## config.mk

```make
export PLATFORM = sky130hd
export DESIGN_NAME = adc_scan_sequencer
export DESIGN_NICKNAME = d
export VERILOG_FILES = /design/src/rtl/adc_scan_sequencer_pkg.sv /design/src/rtl/adc_ch_pick.sv /design/src/rtl/adc_scan_sequencer.sv
export SDC_FILE = /design/constraint.sdc
export NUM_CORES = 1
export LEC_CHECK = 0
export BUFFER_PORTS_ARGS = -buffer_cell sky130_fd_sc_hd__buf_2
export CAP_MARGIN = 20
export CELL_PAD_IN_SITES_DETAIL_PLACEMENT = 1
export CELL_PAD_IN_SITES_GLOBAL_PLACEMENT = 1
export CORE_MARGIN = 2
export CORE_UTILIZATION = 35
export CTS_CLUSTER_SIZE = 10
export DETAILED_ROUTE_END_ITERATION = 8
export PLACE_DENSITY = 0.74
export SLEW_MARGIN = 10
export SYNTH_ARGS = -nofsm -noshare
export SYNTH_HDL_FRONTEND = slang
export SYNTH_HIERARCHICAL = 1
export SYNTH_SLANG_ARGS = --single-unit
```

## constraint.sdc

```tcl
create_clock -name clk -period 3.6 [get_ports clk]
set_clock_uncertainty 0.05 [all_clocks]
set_input_delay 0.36 -clock clk [delete_from_list [all_inputs] [get_ports clk]]
set_output_delay 0.36 -clock clk [all_outputs]
set_load 0.01 [all_outputs]
```

## src/rtl/adc_scan_sequencer_pkg.sv

```systemverilog
// Shared definitions for the LTC2308 scan sequencer: conf bit layout,
// FSM state encoding and the per-channel conf builder.
package adc_scan_sequencer_pkg;

  localparam int CONF_W   = 6;
  localparam int CONF_SD  = 5;
  localparam int CONF_OS  = 4;
  localparam int CONF_S1  = 3;
  localparam int CONF_S0  = 2;
  localparam int CONF_UNI = 1;
  localparam int CONF_SLP = 0;

  typedef enum logic [1:0] {
    ST_IDLE  = 2'd0,
    ST_START = 2'd1,
    ST_WAIT  = 2'd2,
    ST_GAP   = 2'd3
  } scan_state_e;

  // Single-ended conf word for channel n; the ADC never sleeps between scans.
  function automatic logic [CONF_W-1:0] conf_for_ch(input logic [2:0] ch, input logic uni);
    logic [CONF_W-1:0] c;
    c           = 6'b000000;
    c[CONF_SD]  = 1'b1;
    c[CONF_OS]  = ch[0];
    c[CONF_S1]  = ch[2];
    c[CONF_S0]  = ch[1];
    c[CONF_UNI] = uni;
    c[CONF_SLP] = 1'b0;
    return c;
  endfunction

endpackage

```

## src/rtl/adc_ch_pick.sv

```systemverilog
// Round-robin channel picker: finds the next set bit of mask strictly after
// cur, wrapping 7->0. A single-bit mask equal to cur returns cur itself.
module adc_ch_pick (
  input  logic [7:0] mask,
  input  logic [2:0] cur,
  output logic [2:0] next,
  output logic       any
);

  logic [2:0] idx_s;
  logic       found_s;

  // Scan the eight candidates in order cur+1 .. cur+8 and keep the first hit.
  always_comb begin
    next    = cur;
    idx_s   = 3'd0;
    found_s = 1'b0;
    for (int i = 1; i <= 8; i++) begin
      idx_s = cur + 3'(i);
      if (!found_s && mask[idx_s]) begin
        found_s = 1'b1;
        next    = idx_s;
      end else begin
        found_s = found_s;
      end
    end
    any = found_s;
  end

endmodule

```

## src/rtl/adc_scan_sequencer.sv

```systemverilog
// Scan sequencer in front of the LTC2308 SPI driver. Round-robins over the
// enabled channels, re-attributes each result to the channel requested one
// transfer earlier (the ADC's conf pipeline), averages 2**AVG_LOG2 samples per
// channel and publishes into a per-channel result file.
module adc_scan_sequencer
  import adc_scan_sequencer_pkg::*;
#(
  parameter int W        = 12,
  parameter int AVG_LOG2 = 2,
  parameter int GAP      = 16,
  parameter int TIMEOUT  = 255
) (
  input  logic          clk,
  input  logic          rst,
  input  logic          en,
  input  logic [7:0]    ch_mask,
  input  logic          uni,
  output logic          adc_start,
  output logic [5:0]    adc_conf,
  input  logic [W-1:0]  adc_res,
  input  logic          adc_ready,
  input  logic [2:0]    rd_ch,
  output logic [W-1:0]  rd_data,
  output logic          upd,
  output logic [2:0]    upd_ch,
  output logic [W-1:0]  upd_data,
  output logic          busy,
  output logic          timeout
);

  localparam int ACC_W = W + AVG_LOG2;
  localparam int CNT_W = (AVG_LOG2 > 0) ? AVG_LOG2 : 1;
  localparam int TMO_W = $clog2(TIMEOUT + 1);
  localparam int GAP_W = $clog2(GAP + 1);
  localparam logic [CNT_W-1:0] CNT_LAST = CNT_W'((1 << AVG_LOG2) - 1);
  localparam logic [TMO_W-1:0] TMO_LAST = TMO_W'(TIMEOUT - 1);
  localparam logic [GAP_W-1:0] GAP_LAST = GAP_W'(GAP - 1);

  scan_state_e        state_r, state_nxt_s;
  logic [2:0]         cur_ch_r, req_ch_r, prev_ch_r;
  logic [2:0]         pick_ch_s;
  logic               pick_any_s, take_pick_s;
  logic               prime_r, ready_d_r;
  logic               start_cnt_r;
  logic [TMO_W-1:0]   tmo_cnt_r;
  logic [GAP_W-1:0]   gap_cnt_r;
  logic               ready_rise_s, cap_s, tmo_hit_s, gap_done_s, gap_to_idle_s;
  logic               credit_s, last_s;
  logic [ACC_W-1:0]   sum_s;
  logic [W-1:0]       avg_s;
  logic [ACC_W-1:0]   acc_r    [8];
  logic [CNT_W-1:0]   cnt_r    [8];
  logic [W-1:0]       result_r [8];
  logic               adc_start_r, upd_r, busy_r, timeout_r;
  logic [5:0]         adc_conf_r;
  logic [2:0]         upd_ch_r;
  logic [W-1:0]       upd_data_r;

  adc_ch_pick u_pick (
    .mask (ch_mask),
    .cur  (cur_ch_r),
    .next (pick_ch_s),
    .any  (pick_any_s)
  );

  // Event decode: ready edges only count while waiting on our own transfer.
  always_comb begin
    ready_rise_s  = adc_ready && !ready_d_r;
    cap_s         = (state_r == ST_WAIT) && ready_rise_s;
    tmo_hit_s     = (state_r == ST_WAIT) && !ready_rise_s && (tmo_cnt_r == TMO_LAST);
    gap_done_s    = (state_r == ST_GAP) && (gap_cnt_r == GAP_LAST);
    gap_to_idle_s = gap_done_s && !(en && pick_any_s);
    credit_s      = cap_s && prime_r;
    last_s        = (cnt_r[prev_ch_r] == CNT_LAST);
    sum_s         = acc_r[prev_ch_r] + ACC_W'(adc_res);
    avg_s         = W'(sum_s >> AVG_LOG2);
  end

  // Next-state logic; a channel pick happens on every entry into START.
  always_comb begin
    state_nxt_s = state_r;
    take_pick_s = 1'b0;
    case (state_r)
      ST_IDLE: begin
        if (en && pick_any_s) begin
          state_nxt_s = ST_START;
          take_pick_s = 1'b1;
        end else begin
          state_nxt_s = ST_IDLE;
        end
      end
      ST_START: begin
        if (start_cnt_r == 1'b1) begin
          state_nxt_s = ST_WAIT;
        end else begin
          state_nxt_s = ST_START;
        end
      end
      ST_WAIT: begin
        if (ready_rise_s || tmo_hit_s) begin
          state_nxt_s = ST_GAP;
        end else begin
          state_nxt_s = ST_WAIT;
        end
      end
      ST_GAP: begin
        if (gap_done_s && en && pick_any_s) begin
          state_nxt_s = ST_START;
          take_pick_s = 1'b1;
        end else if (gap_done_s) begin
          state_nxt_s = ST_IDLE;
        end else begin
          state_nxt_s = ST_GAP;
        end
      end
      default: begin
        state_nxt_s = ST_IDLE;
      end
    endcase
  end

  // State register plus outputs derived from the next state so they are registered.
  always_ff @(posedge clk or negedge rst) begin
    if (!rst) begin
      state_r     <= ST_IDLE;
      adc_start_r <= 1'b0;
      busy_r      <= 1'b0;
      ready_d_r   <= 1'b0;
    end else begin
      state_r     <= state_nxt_s;
      adc_start_r <= (state_nxt_s == ST_START);
      busy_r      <= (state_nxt_s != ST_IDLE);
      ready_d_r   <= adc_ready;
    end
  end

  // Channel bookkeeping: prev_ch takes the outgoing request so captures land on it.
  always_ff @(posedge clk or negedge rst) begin
    if (!rst) begin
      cur_ch_r   <= 3'd7;
      req_ch_r   <= 3'd0;
      prev_ch_r  <= 3'd0;
      adc_conf_r <= 6'b000000;
    end else if (take_pick_s) begin
      cur_ch_r   <= pick_ch_s;
      req_ch_r   <= pick_ch_s;
      prev_ch_r  <= req_ch_r;
      adc_conf_r <= conf_for_ch(pick_ch_s, uni);
    end else begin
      cur_ch_r   <= cur_ch_r;
      req_ch_r   <= req_ch_r;
      prev_ch_r  <= prev_ch_r;
      adc_conf_r <= adc_conf_r;
    end
  end

  // Per-state clock counters; each is zero whenever its state is not active.
  always_ff @(posedge clk or negedge rst) begin
    if (!rst) begin
      start_cnt_r <= 1'b0;
      tmo_cnt_r   <= '0;
      gap_cnt_r   <= '0;
    end else begin
      if (state_r == ST_START) begin
        start_cnt_r <= start_cnt_r + 1'b1;
      end else begin
        start_cnt_r <= 1'b0;
      end
      if ((state_r == ST_START) || (state_r == ST_WAIT)) begin
        tmo_cnt_r <= tmo_cnt_r + TMO_W'(1);
      end else begin
        tmo_cnt_r <= '0;
      end
      if (state_r == ST_GAP) begin
        gap_cnt_r <= gap_cnt_r + GAP_W'(1);
      end else begin
        gap_cnt_r <= '0;
      end
    end
  end

  // Pipeline priming and the sticky timeout flag; a lost or restarted scan re-primes.
  always_ff @(posedge clk or negedge rst) begin
    if (!rst) begin
      prime_r   <= 1'b0;
      timeout_r <= 1'b0;
    end else begin
      if (tmo_hit_s || gap_to_idle_s) begin
        prime_r <= 1'b0;
      end else if (cap_s) begin
        prime_r <= 1'b1;
      end else begin
        prime_r <= prime_r;
      end
      if (!en) begin
        timeout_r <= 1'b0;
      end else if (tmo_hit_s) begin
        timeout_r <= 1'b1;
      end else begin
        timeout_r <= timeout_r;
      end
    end
  end

  // Accumulate credited samples; the final sample of a block folds straight into the result.
  always_ff @(posedge clk or negedge rst) begin
    if (!rst) begin
      for (int i = 0; i < 8; i++) begin
        acc_r[i]    <= '0;
        cnt_r[i]    <= '0;
        result_r[i] <= '0;
      end
    end else if (credit_s) begin
      if (last_s) begin
        acc_r[prev_ch_r]    <= '0;
        cnt_r[prev_ch_r]    <= '0;
        result_r[prev_ch_r] <= avg_s;
      end else begin
        acc_r[prev_ch_r]    <= sum_s;
        cnt_r[prev_ch_r]    <= cnt_r[prev_ch_r] + CNT_W'(1);
      end
    end else begin
      for (int i = 0; i < 8; i++) begin
        acc_r[i]    <= acc_r[i];
        cnt_r[i]    <= cnt_r[i];
        result_r[i] <= result_r[i];
      end
    end
  end

  // Publish strobe, one clock after the capture that completes a block.
  always_ff @(posedge clk or negedge rst) begin
    if (!rst) begin
      upd_r      <= 1'b0;
      upd_ch_r   <= 3'd0;
      upd_data_r <= '0;
    end else if (credit_s && last_s) begin
      upd_r      <= 1'b1;
      upd_ch_r   <= prev_ch_r;
      upd_data_r <= avg_s;
    end else begin
      upd_r      <= 1'b0;
      upd_ch_r   <= upd_ch_r;
      upd_data_r <= upd_data_r;
    end
  end

  assign adc_start = adc_start_r;
  assign adc_conf  = adc_conf_r;
  assign upd       = upd_r;
  assign upd_ch    = upd_ch_r;
  assign upd_data  = upd_data_r;
  assign busy      = busy_r;
  assign timeout   = timeout_r;
  assign rd_data   = result_r[rd_ch];

endmodule
```

==> results of run 1 <==
-- state kept, by name, indices dropped and copies added, names as in the netlist, 2 cells and up --
signal	cells
upd_ch	3
adc_conf	3
acc_r	112
state_r	2
req_ch_r	2
gap_cnt_r	5
cur_ch_r	3
cnt_r	16
result_r	96
tmo_cnt_r	8
prev_ch_r	3
upd_data	12
-- cell type report --
class                   instances  area [sq um]
repair buffers                141          1040
fillers                      4098         21800
multi-input cells             875          5990
flip-flops and latches        272          6810
clock inverters                 3          37.5
clock buffers                  50           962
well taps                     511           639
inverters                      18          67.6
-- metrics by stage --
step	instances	hold WS [ns]	total power, mW	utilization [%]
finish	1870	0.0161	10.2	41.6
global route	1870	0.0230	10.7	41.6
CTS	1865	0.00151	10.2	41.4
detailed placement	1810	0.407	7.02	38.7
global placement	1810	0.377	6.93	38.7
floorplan	1260	0.0144	5.72	-
-- cells in the mapped netlist (2+ instances only) --
library cell  count  area (sq um)
clkbuf_1         72           270
a21o_1            4          30.0
a31oi_1           3          18.8
o21a_1            2          15.0
nand2_1         285          1070
a221o_1           2          20.0
buf_1            11          41.3
nand4_1           4          25.0
xor2_1            9          78.8
buf_6             3          33.8
o221ai_1          3          26.3
mux2i_1          11           110
o22ai_1           6          37.5
nor3_1            3          15.0
dfrtp_1         269          6730
nor2b_1          11          68.8
nand2b_1         10          62.6
xnor2_1          11          96.3
mux2_2           38           428
buf_4             2          15.0
ha_1             24           300
o21ai_0         191           956
a22oi_1           9          67.6
or2_2            11          68.8
o221ai_2          2          30.0
inv_1            17          63.8
nor3b_1           2          15.0
nand3_1          15          75.1
o211ai_1          4          30.0
and2_1           16           100
a21boi_0          2          15.0
dfstp_2           3          78.8
o31ai_1          47           353
a221oi_1         13           114
o21ai_1          21           105
nor2_1           22          82.6
or3_1             2          12.5
buf_2             7          35.0
mux4_2           50          1130
a21oi_1          14          70.1
a211o_1           2          17.5
and3_1            4          25.0
-- repair_timing --
action,4_1_cts,5_1_grt
setup buffers,0,5
gates resized for setup,0,10
hold endpoints to repair,98,0
setup endpoints to repair,0,101
hold buffers,2,0
-- cell families after synthesis --
group	after synthesis
adders and majority gates	25
xor gates and xnor gates	22
DFF	272
buffers and inverters	113
muxes	101
other	1
AOI/OAI and AO/OA	337
and+or+nand+nor	389
-- layout by cell type (no fill, tap or decap), types with 3 or more instances in the layout --
cell and count:
o211ai_1 4, buf_2 62, dfstp_2 3, o22ai_1 6, or2_2 11, xor2_1 8, nand2b_1 10, nand4_1 4
and2_1 15, nand2_1 285, mux2_2 38, buf_4 64, ha_1 23, o31ai_1 46, o21ai_0 189, nand3_1 15
dfrtp_1 266, o21ai_1 23, a31oi_1 3, xnor2_1 11, mux2i_1 11, dfrtp_2 3, a22oi_1 9, a221oi_1 12
o221ai_1 3, buf_12 10, nor2_1 22, clkbuf_16 35, a21o_1 4, mux4_2 51, nor2b_1 10, clkbuf_1 12
a21oi_1 14, inv_1 17, and3_1 4, clkbuf_8 3
-- final timing paths --
path / start / slack, ns / depth (start not counted) / end
setup / recovery: prev_ch_r[1]$_DFFE_PN0P_ / 0.12 / 12 / acc_r[27]$_DFFE_PN0P_
setup reg to reg: prev_ch_r[1]$_DFFE_PN0P_ / 0.12 / 12 / acc_r[27]$_DFFE_PN0P_
max in group asynchronous: rst / 2.01 / 4 / tmo_cnt_r[4]$_DFF_PN0_
min in group asynchronous: rst / 0.44 / 2 / result_r[74]$_DFFE_PN0P_
hold / removal: uni / 0.02 / 2 / adc_conf[1]$_DFFE_PN0P_
hold reg to reg: gap_cnt_r[0]$_DFF_PN0_ / 0.41 / 1 / gap_cnt_r[0]$_DFF_PN0_
-- critical path: cells and delay by family (launching register included) --
family	cells	cell delay (ns)
AO/OA/AOI/OAI	5	1.37
XOR/XNOR	1	0.11
multiplexers	1	0.50
AND/OR/NAND/NOR	2	0.19
buffers and inverters	2	0.34
flip-flops	1	0.45
adder cells (fa/ha/maj)	1	0.32
-- routing by layer --
| metal | track usage (%) | vias up |
|---|---|---|
| li1 | - | 4618 |
| met1 | 24.7 | 5059 |
| met2 | 35.4 | 185 |
| met3 | 2.74 | 81 |
| met4 | 7.85 | 0 |
| met5 | 0 | - |
-- where the power goes --
group	internal (mW)	switching, mW
clock	1.84	1.28
sequential	3.27	0.183
combinational	1.51	2.09
total	6.62	3.56
==> impl_metrics.py, run 1 <==
metrics = {
    "outcome": {
        "status": "complete, no violations",
    },
    "run": {
        "max_cap_violations": 0,
    },
    "critical_path": {
        "critPathLaunchType": "flop",
        "worstPathArrival_ns": 3.84,
        "worstPathCellList": "buf_12 > mux4_2 > nand2_1 > nand2_1 > ha_1 > a21o_1 > a221o_1 > a2111o_1 > o221ai_2 > xnor2_2 > buf_12 > o31ai_1",
        "crit_path_end_kind": "flop",
        "worstSetupPathType": "reg -> reg",
        "cp_max_fo": 17,
        "slowest_delay_ns": 0.50,
        "cp_data_required_time_ns": 3.96,
        "crit_path_top_delay_cell": "mux4_2",
    },
    "routing": {
        "routed-wl-met3_mm": 1.15,
        "wl_met2_mm": 19.1,
        "dr.pass1.iters": 4,
        "drc": 0,
        "top_layer_used": "met4",
        "viasPerCell": 5.32,
        "vias": 9943,
        "drtIter0Drc": 448,
        "antenna_left": 0,
        "wl_met1_mm": 16.4,
        "wl_per_cell_microns": 20.4,
        "drt-total-wl_mm": 38.1,
    },
    "clocking": {
        "insertion_delay_ns": 0.52,
        "cts-buffers-inserted": 34,
        "cts-root-buf": "clkbuf_16",
        "cts_tree": "yes",
        "clkSinkCount": 272,
        "path_clk_slew_ns": 0.06,
        "cts_max_level": 2,
        "clock_path_buffers": 3,
    },
    "floorplan": {
        "start_util_pct": 35.3,
        "die_x_microns": 198,
        "core_area_sq_um": 37400,
        "num_io_pins": 65,
        "dieArea_sq_um": 39300,
        "rows": 71,
        "fp.dieH_microns": 198,
    },
    "placement": {
        "dpl_worst_slack_ns": 0.00441,
        "numPortBuffers": 63,
        "dpl.hpwl_mm": 25.9,
        "dpl_cell_area_sq_um": 14500,
        "routabilityCongestion": 0.840,
    },
    "timing": {
        "finalSetupTns_ns": 0,
        "clock.fmax_mhz": 288,
        "setup_viol": 0,
        "finalCritPeriodShare_pct": 96.6,
        "period_needed_ns": 3.48,
        "slew_viol_final": 0,
        "max_slew_margin_pct": 35.7,
        "rsz0062_at_grt": "true",
        "hold_viol_final": 0,
        "tightest_slew_ns": 0.959,
        "fin_ws_ns": 0.124,
    },
    "grt": {
        "grt_usage_pct": 20.0,
        "grt_pass1_wl_mm": 61.5,
        "grt_max_degree": 104,
        "grt_pass1_vias": 11000,
        "grt_antenna_before_repair": 0,
        "grt-ovfl-total": 0,
    },
    "yosys": {
        "synthArstFlopShare_pct": 100,
        "synth_edf_count": 0,
        "syn_inst": 1260,
        "yosys_warnings": 6,
        "syn_area_sq_um": 13200,
        "synth-seq-cells": 272,
        "synth_compound_area_share_pct": 15.4,
        "synthFlopType": "dfrtp_1",
        "synthMuxAreaShare_pct": 12.9,
        "synth_fa_ha_area_share_pct": 2.42,
        "synth_top_family_by_area": "compound AO/OA/AOI/OAI gates",
        "synth_xor_area_share_pct": 1.57,
        "synth_simple_gate_area_share_pct": 12.6,
        "yosysSeqAreaShare_pct": 51.5,
        "syn_area_per_cell_sq_um": 10.5,
        "syn-num-nets": 1313,
        "ys_types": 65,
    },
    "pwr": {
        "leakagePower_nw": 6.93,
        "p_per_area_nw_per_um2": 655,
        "ir_drop_v": 0.000270,
    },
    "finish": {
        "design_area_sq_um": 15600,
        "layout.nets": 1395,
        "drive_gt1_share_pct": 22.6,
        "area_delta_synth_final_pct": 17.7,
        "diodes": 0,
    },
    "worst_hold_path": {
        "hold_path_class": "in -> reg",
    },
}
No activity file was read; power rests on OpenSTA's default activity.
==> run 2: changes to the inputs <==
--- a/config.mk
+++ b/config.mk
@@ -5,7 +5,7 @@
 export SDC_FILE = /design/constraint.sdc
 export NUM_CORES = 1
 export LEC_CHECK = 0
-export BUFFER_PORTS_ARGS = -buffer_cell sky130_fd_sc_hd__buf_2
+export BUFFER_PORTS_ARGS = -buffer_cell sky130_fd_sc_hd__buf_4
 export CAP_MARGIN = 20
 export CELL_PAD_IN_SITES_DETAIL_PLACEMENT = 1
 export CELL_PAD_IN_SITES_GLOBAL_PLACEMENT = 1
==> run 2 against run 1 <==
Final area grew 1.1%. Hold slack gained 0.010 ns. Largest power group unchanged. Non-clock buffer count shrank 3. Critical path type unchanged. Sequential power about the same. Power grew 0.52%. Utilization up 0.45 points. Final cell count down 0.37%. Largest cell class unchanged. First-iteration DRC count increased by 44%. Setup slack worse by 0.022 ns.
==> impl_metrics.py, run 2 (synthesized netlist as in run 1, its figures left out) <==
metrics = {
    "outcome": {
        "status": "complete, no violations",
    },
    "finish": {
        "largest_reg_flops": 112,
        "area_delta_synth_final_pct": 18.9,
        "layout.nets": 1392,
        "drive_gt1_share_pct": 23.4,
        "seq_area_sq_um": 6810,
        "diodes": 0,
        "instances_no_fill": 1863,
        "top_regs": "acc_r x112, result_r x96, cnt_r x16",
        "fillers": 4109,
        "largest-register": "acc_r",
        "multi_input_area_sq_um": 6050,
        "final_cell_mix": "nand2_1, dfrtp_1, o21ai_0",
        "final_util_pct": 42.0,
        "layout_commonest_cell": "nand2_1",
    },
    "routing": {
        "vias": 9933,
        "wl_per_cell_microns": 20.4,
        "antenna_left": 0,
        "drtIter0Drc": 644,
        "viasPerCell": 5.33,
        "drt-total-wl_mm": 38.0,
        "drc": 0,
        "dr.pass1.iters": 5,
    },
    "timing": {
        "fin_ws_ns": 0.102,
        "finalCritPeriodShare_pct": 97.2,
        "clock.fmax_mhz": 286,
        "max_slew_margin_pct": 34.5,
        "hold_viol_final": 0,
        "slew_viol_final": 0,
        "rsz0062_at_grt": "true",
        "tightest_slew_ns": 0.978,
        "period_needed_ns": 3.50,
        "setup_viol": 0,
    },
    "floorplan": {
        "core_area_sq_um": 37400,
        "dieArea_sq_um": 39300,
        "num_io_pins": 65,
        "fp.dieH_microns": 198,
        "die_x_microns": 198,
        "start_util_pct": 35.3,
        "rows": 71,
    },
    "critical_path": {
        "critPathLaunchType": "flop",
        "slowest_delay_ns": 0.51,
        "cp_max_fo": 22,
        "crit_buf_inv": 2,
        "worstPathCellList": "buf_12 > mux4_2 > nand2_1 > nand2_1 > ha_1 > a21o_1 > a221o_1 > a2111o_1 > o221ai_2 > xnor2_2 > buf_12 > o31ai_1",
        "crit_path_top_delay_cell": "mux4_2",
        "worstPathArrival_ns": 3.86,
        "crit_cells": 12,
        "worstSetupPathType": "reg -> reg",
        "timing.rr.end": "acc_r[13]$_DFFE_PN0P_",
        "crit_path_end_kind": "flop",
        "r2r_slack_ns": 0.10,
        "cpLargestDelayFamily": "compound AO/OA/AOI/OAI gates",
        "r2r_start": "prev_ch_r[1]$_DFFE_PN0P_",
        "worstRegToRegCells": 12,
        "cp_data_required_time_ns": 3.96,
        "crit_start": "prev_ch_r[1]$_DFFE_PN0P_",
    },
    "pwr": {
        "ir_drop_v": 0.000260,
        "p_per_area_nw_per_um2": 651,
        "leakagePower_nw": 6.94,
        "total_power_mw": 10.2,
    },
    "clocking": {
        "cts-buffers-inserted": 34,
        "clock_path_buffers": 3,
        "path_clk_slew_ns": 0.06,
        "cts_tree": "yes",
        "clkSinkCount": 272,
        "cts-root-buf": "clkbuf_16",
        "cts_max_level": 2,
        "insertion_delay_ns": 0.52,
    },
    "worst_hold_path": {
        "hold_path_class": "in -> reg",
        "min_from": "en",
        "hold_end": "timeout$_DFFE_PN0P_",
        "min_path_cells": 2,
    },
    "grt": {
        "grt-ovfl-total": 0,
        "grt_max_degree": 114,
        "grt_pass1_wl_mm": 60.8,
        "grt_usage_pct": 20.0,
        "grt_pass1_vias": 10700,
        "grt_antenna_before_repair": 0,
    },
    "run": {
        "max_cap_violations": 0,
    },
    "placement": {
        "numPortBuffers": 63,
        "placedCellCount": 1809,
        "dpl_worst_slack_ns": 0.00747,
        "dpl.hpwl_mm": 25.6,
        "routabilityCongestion": 0.871,
    },
}
## run 2: cell types whose count changed in the layout (fill, tap and decap cells not counted), moves of 2 or more
cell,previous run,this run
a221oi_1,12,9
a221oi_2,1,4
buf_2,62,0
buf_4,64,124
clkbuf_1,12,8
clkinv_8,2,0
ha_1,23,21
ha_2,1,3
o221ai_1,3,1
o221ai_2,2,4
## run 2: cell type report
cell class	instances	share of cell area, %
Sequential cell	272	43.3
Multi-Input combinational cell	875	38.5
Timing Repair Buffer	138	7.46
Clock buffer	47	6.11
Tap cell	511	4.07
Inverter	18	0.430
Clock inverter	2	0.103
## run 2: metrics by stage
step	hold WS (ns)	cell area, sq um	setup TNS, ns
finish	0.0264	15700	0
CTS	0.0117	15600	0
floorplan	0.0144	13200	0
global placement	0.384	14600	0
detailed placement	0.385	14600	0
global route	0.0269	15700	-0.295
## run 2: what timing repair did
item / CTS / global route
hold buffers: 2 / 0
setup buffers: 0 / 3
endpoints found under the hold margin: 110 / 0
gates cloned: 0 / 0
endpoints found under the setup margin: 3 / 111
pin swaps: 0 / 3
resized for setup: 2 / 22
## run 2: report_power, final
group	leakage, nW	internal [mW]	switching [mW]
logic	2.71	1.54	2.14
clock network	0.474	1.84	1.26
registers	3.75	3.27	0.178
## run 2: routing by layer
metal  up-vias  global-route usage (%)  routed length, microns
met5         -                       0                       0
met4         0                    5.85                     970
met3        59                    2.74                    1300
met2       168                    35.6                   19400
met1      5108                    25.1                   16400
li1       4598                       -                       -
## run 2: worst max-delay path by stage
stage                                     endpoint  slack (ns)
after floorplan           result_r[59]$_DFFE_PN0P_      0.0008
after global placement        acc_r[6]$_DFFE_PN0P_        0.12
after detailed placement     acc_r[69]$_DFFE_PN0P_       0.007
after CTS                    acc_r[68]$_DFFE_PN0P_       0.001
after global routing         acc_r[69]$_DFFE_PN0P_       -0.04
final                        acc_r[13]$_DFFE_PN0P_        0.10
==> run 3: changes to the inputs <==
==> constraint.sdc (replaced) <==
create_clock -name clk -period 3.6 [get_ports clk]
set_clock_uncertainty 0.05 [all_clocks]
set_input_delay 0.54 -clock clk [delete_from_list [all_inputs] [get_ports clk]]
set_output_delay 0.54 -clock clk [all_outputs]
set_load 0.01 [all_outputs]
==> run 3 against run 2 <==
Critical endpoint is now result_r[10]$_DFFE_PN0P_. First-iteration DRC count shrank 10%. Register-to-register slack lost 0.03 ns. Critical path type unchanged. Global-route usage is essentially flat. Utilization grew 0.10 points. Final cell count grew 0.27%. Routed wire length grew 1.1%.
==> impl_metrics.py, run 3 (synthesized netlist as in run 1, its figures left out) <==
metrics = {
    "finish": {
        "area_delta_synth_final_pct": 19.2,
        "layout_commonest_cell": "nand2_1",
        "largest-register": "acc_r",
        "layout.nets": 1398,
        "design_area_sq_um": 15800,
        "largest_reg_flops": 112,
        "diodes": 0,
        "top_regs": "acc_r x112, result_r x96, cnt_r x16",
        "drive_gt1_share_pct": 23.9,
        "final_cell_mix": "nand2_1, dfrtp_1, o21ai_0",
        "fillers": 4089,
    },
    "pwr": {
        "ir_drop_v": 0.000276,
        "p_switching_mw": 3.63,
        "combPwrFrac_pct": 36.6,
        "p_per_area_nw_per_um2": 658,
        "seq_power_share_pct": 33.4,
        "leakagePower_nw": 6.97,
        "total_power_mw": 10.4,
        "netSwitchingFraction_pct": 35.0,
        "pwr-share-clk_pct": 30.0,
        "p_int_mw": 6.74,
    },
    "routing": {
        "drtIter0Drc": 579,
        "viasPerCell": 5.39,
        "drc": 0,
        "antenna_left": 0,
        "wl_per_cell_microns": 20.6,
        "dr.pass1.iters": 7,
        "drt-total-wl_mm": 38.5,
        "vias": 10100,
    },
    "critical_path": {
        "worstPathArrival_ns": 3.85,
        "crit_start": "prev_ch_r[0]$_DFFE_PN0P_",
        "crit_path_end_kind": "flop",
        "critPathLaunchType": "flop",
        "r2r_start": "prev_ch_r[0]$_DFFE_PN0P_",
        "slowest_delay_ns": 0.51,
        "crit_buf_inv": 3,
        "cp_data_required_time_ns": 3.92,
        "cp_max_fo": 17,
        "crit_path_top_delay_cell": "mux4_2",
        "timing.rr.end": "result_r[10]$_DFFE_PN0P_",
        "worstSetupPathType": "reg -> reg",
        "r2r_slack_ns": 0.07,
        "worstRegToRegCells": 12,
        "worstPathCellList": "buf_12 > mux4_2 > mux2_2 > ha_2 > and2_1 > a221o_1 > a211o_1 > o22ai_1 > buf_4 > xor2_2 > buf_12 > o21ai_0",
        "cp_common_cell": "buf_12",
        "cpLargestDelayFamily": "compound AO/OA/AOI/OAI gates",
    },
    "placement": {
        "routabilityCongestion": 0.877,
        "dpl.hpwl_mm": 25.7,
        "dpl_cell_area_sq_um": 14600,
        "dpl_worst_slack_ns": 0.00323,
        "numPortBuffers": 63,
    },
    "floorplan": {
        "num_io_pins": 65,
        "rows": 71,
        "dieArea_sq_um": 39300,
        "start_util_pct": 35.3,
        "fp.dieH_microns": 198,
        "die_x_microns": 198,
        "core_area_sq_um": 37400,
    },
    "clocking": {
        "clkSinkCount": 272,
        "cts_max_level": 2,
        "cts-buffers-inserted": 34,
        "insertion_delay_ns": 0.51,
        "cts_hold_buf": 0,
        "cts_tree": "yes",
        "clock_path_buffers": 3,
        "path_clk_slew_ns": 0.06,
        "cts-root-buf": "clkbuf_16",
    },
    "grt": {
        "grt_max_degree": 89,
        "grt_pass1_vias": 10900,
        "grt_antenna_before_repair": 0,
        "grt_pass1_wl_mm": 60.8,
        "grt_usage_pct": 19.9,
        "grt-ovfl-total": 0,
    },
    "timing": {
        "period_needed_ns": 3.53,
        "finalCritPeriodShare_pct": 97.9,
        "whs_ns": 0.00119,
        "max_slew_margin_pct": 37.1,
        "tightest_slew_ns": 0.938,
        "fin_ws_ns": 0.0740,
        "clock.fmax_mhz": 284,
        "setup_viol": 0,
        "slew_viol_final": 0,
        "hold_viol_final": 0,
    },
    "outcome": {
        "status": "complete, no violations",
    },
    "worst_hold_path": {
        "hold_path_class": "in -> async",
    },
    "run": {
        "max_cap_violations": 0,
    },
}
run 3: changes by cell type in the layout (fill, tap and decap cells not counted), moves of 2 or more:
| cell | previous run | this run |
|---|---|---|
| a221oi_1 | 9 | 11 |
| a221oi_2 | 4 | 2 |
| buf_4 | 124 | 133 |
| clkbuf_1 | 8 | 6 |
| dlygate4sd3_1 | 2 | 0 |
| o31ai_1 | 45 | 47 |
| o31ai_2 | 2 | 0 |
run 3: through the flow:
| step | utilization, % | TNS [ns] | std cells |
|---|---|---|---|
| 2_1_floorplan | - | 0 | 1260 |
| 3_3_place_gp | 39.0 | 0 | 1810 |
| 3_5_place_dp | 39.0 | 0 | 1810 |
| 4_1_cts | 41.7 | 0 | 1858 |
| 5_1_grt | 42.1 | -0.158 | 1868 |
| 6_report | 42.1 | 0 | 1868 |
run 3: timing repair:
item / 4_1_cts / 5_1_grt
pin swaps: 0 / 3
resized for setup: 1 / 20
cloned: 0 / 1
setup endpoints to repair: 1 / 121
hold endpoints to repair: 0 / 0
buffers inserted: 0 / 9
run 3: how the worst max path moves through the flow:
stage / to / slack (ns) / cells after the start
after floorplan: result_r[59]$_DFFE_PN0P_ / 0.0008 / 14
after global placement: acc_r[6]$_DFFE_PN0P_ / 0.12 / 12
after detailed placement: acc_r[97]$_DFFE_PN0P_ / 0.003 / 12
after CTS: result_r[10]$_DFFE_PN0P_ / 0.01 / 12
after global routing: busy$_DFF_PN0_ / -0.06 / 11
final: result_r[10]$_DFFE_PN0P_ / 0.07 / 12
run 3: layer usage:
layer / vias up / global-route usage (%) / wire length [microns]
met2: 211 / 35.3 / 19400
met5: - / 0 / 0
met1: 5173 / 25.1 / 16400
met3: 71 / 2.59 / 1410
met4: 0 / 6.63 / 1210
li1: 4613 / - / -
run 3: cell type report:
cell class | count | area, sq um | area share, %
sequential | 272 | 6810 | 43.2
multi-input combinational | 875 | 6050 | 38.4
timing repair buffer | 144 | 1210 | 7.68
clock buffer | 46 | 967 | 6.14
tap | 511 | 639 | 4.06
inverter | 18 | 67.6 | 0.429
clock inverter | 2 | 13.8 | 0.0873
run 3: worst reg2reg max path: cells and delay by family (launching register included):
kind	cells	cell delay [ns]
adder cells (fa/ha/maj)	1	0.31
buffers and inverters	3	0.50
XOR/XNOR	1	0.19
AO/OA/AOI/OAI	4	0.93
AND/OR/NAND/NOR	1	0.17
multiplexers	2	0.80
flip-flops	1	0.42
run 3: power groups by stage:
stage | Sequential (mW) | Clock [mW] | Combinational (mW)
after CTS | 3.46 | 3.17 | 3.58
final | 3.47 | 3.11 | 3.80
after floorplan | 3.41 | 0 | 2.31
after global placement | 3.51 | 0 | 3.48
after global routing | 3.49 | 3.31 | 4.06
after detailed placement | 3.52 | 0 | 3.56
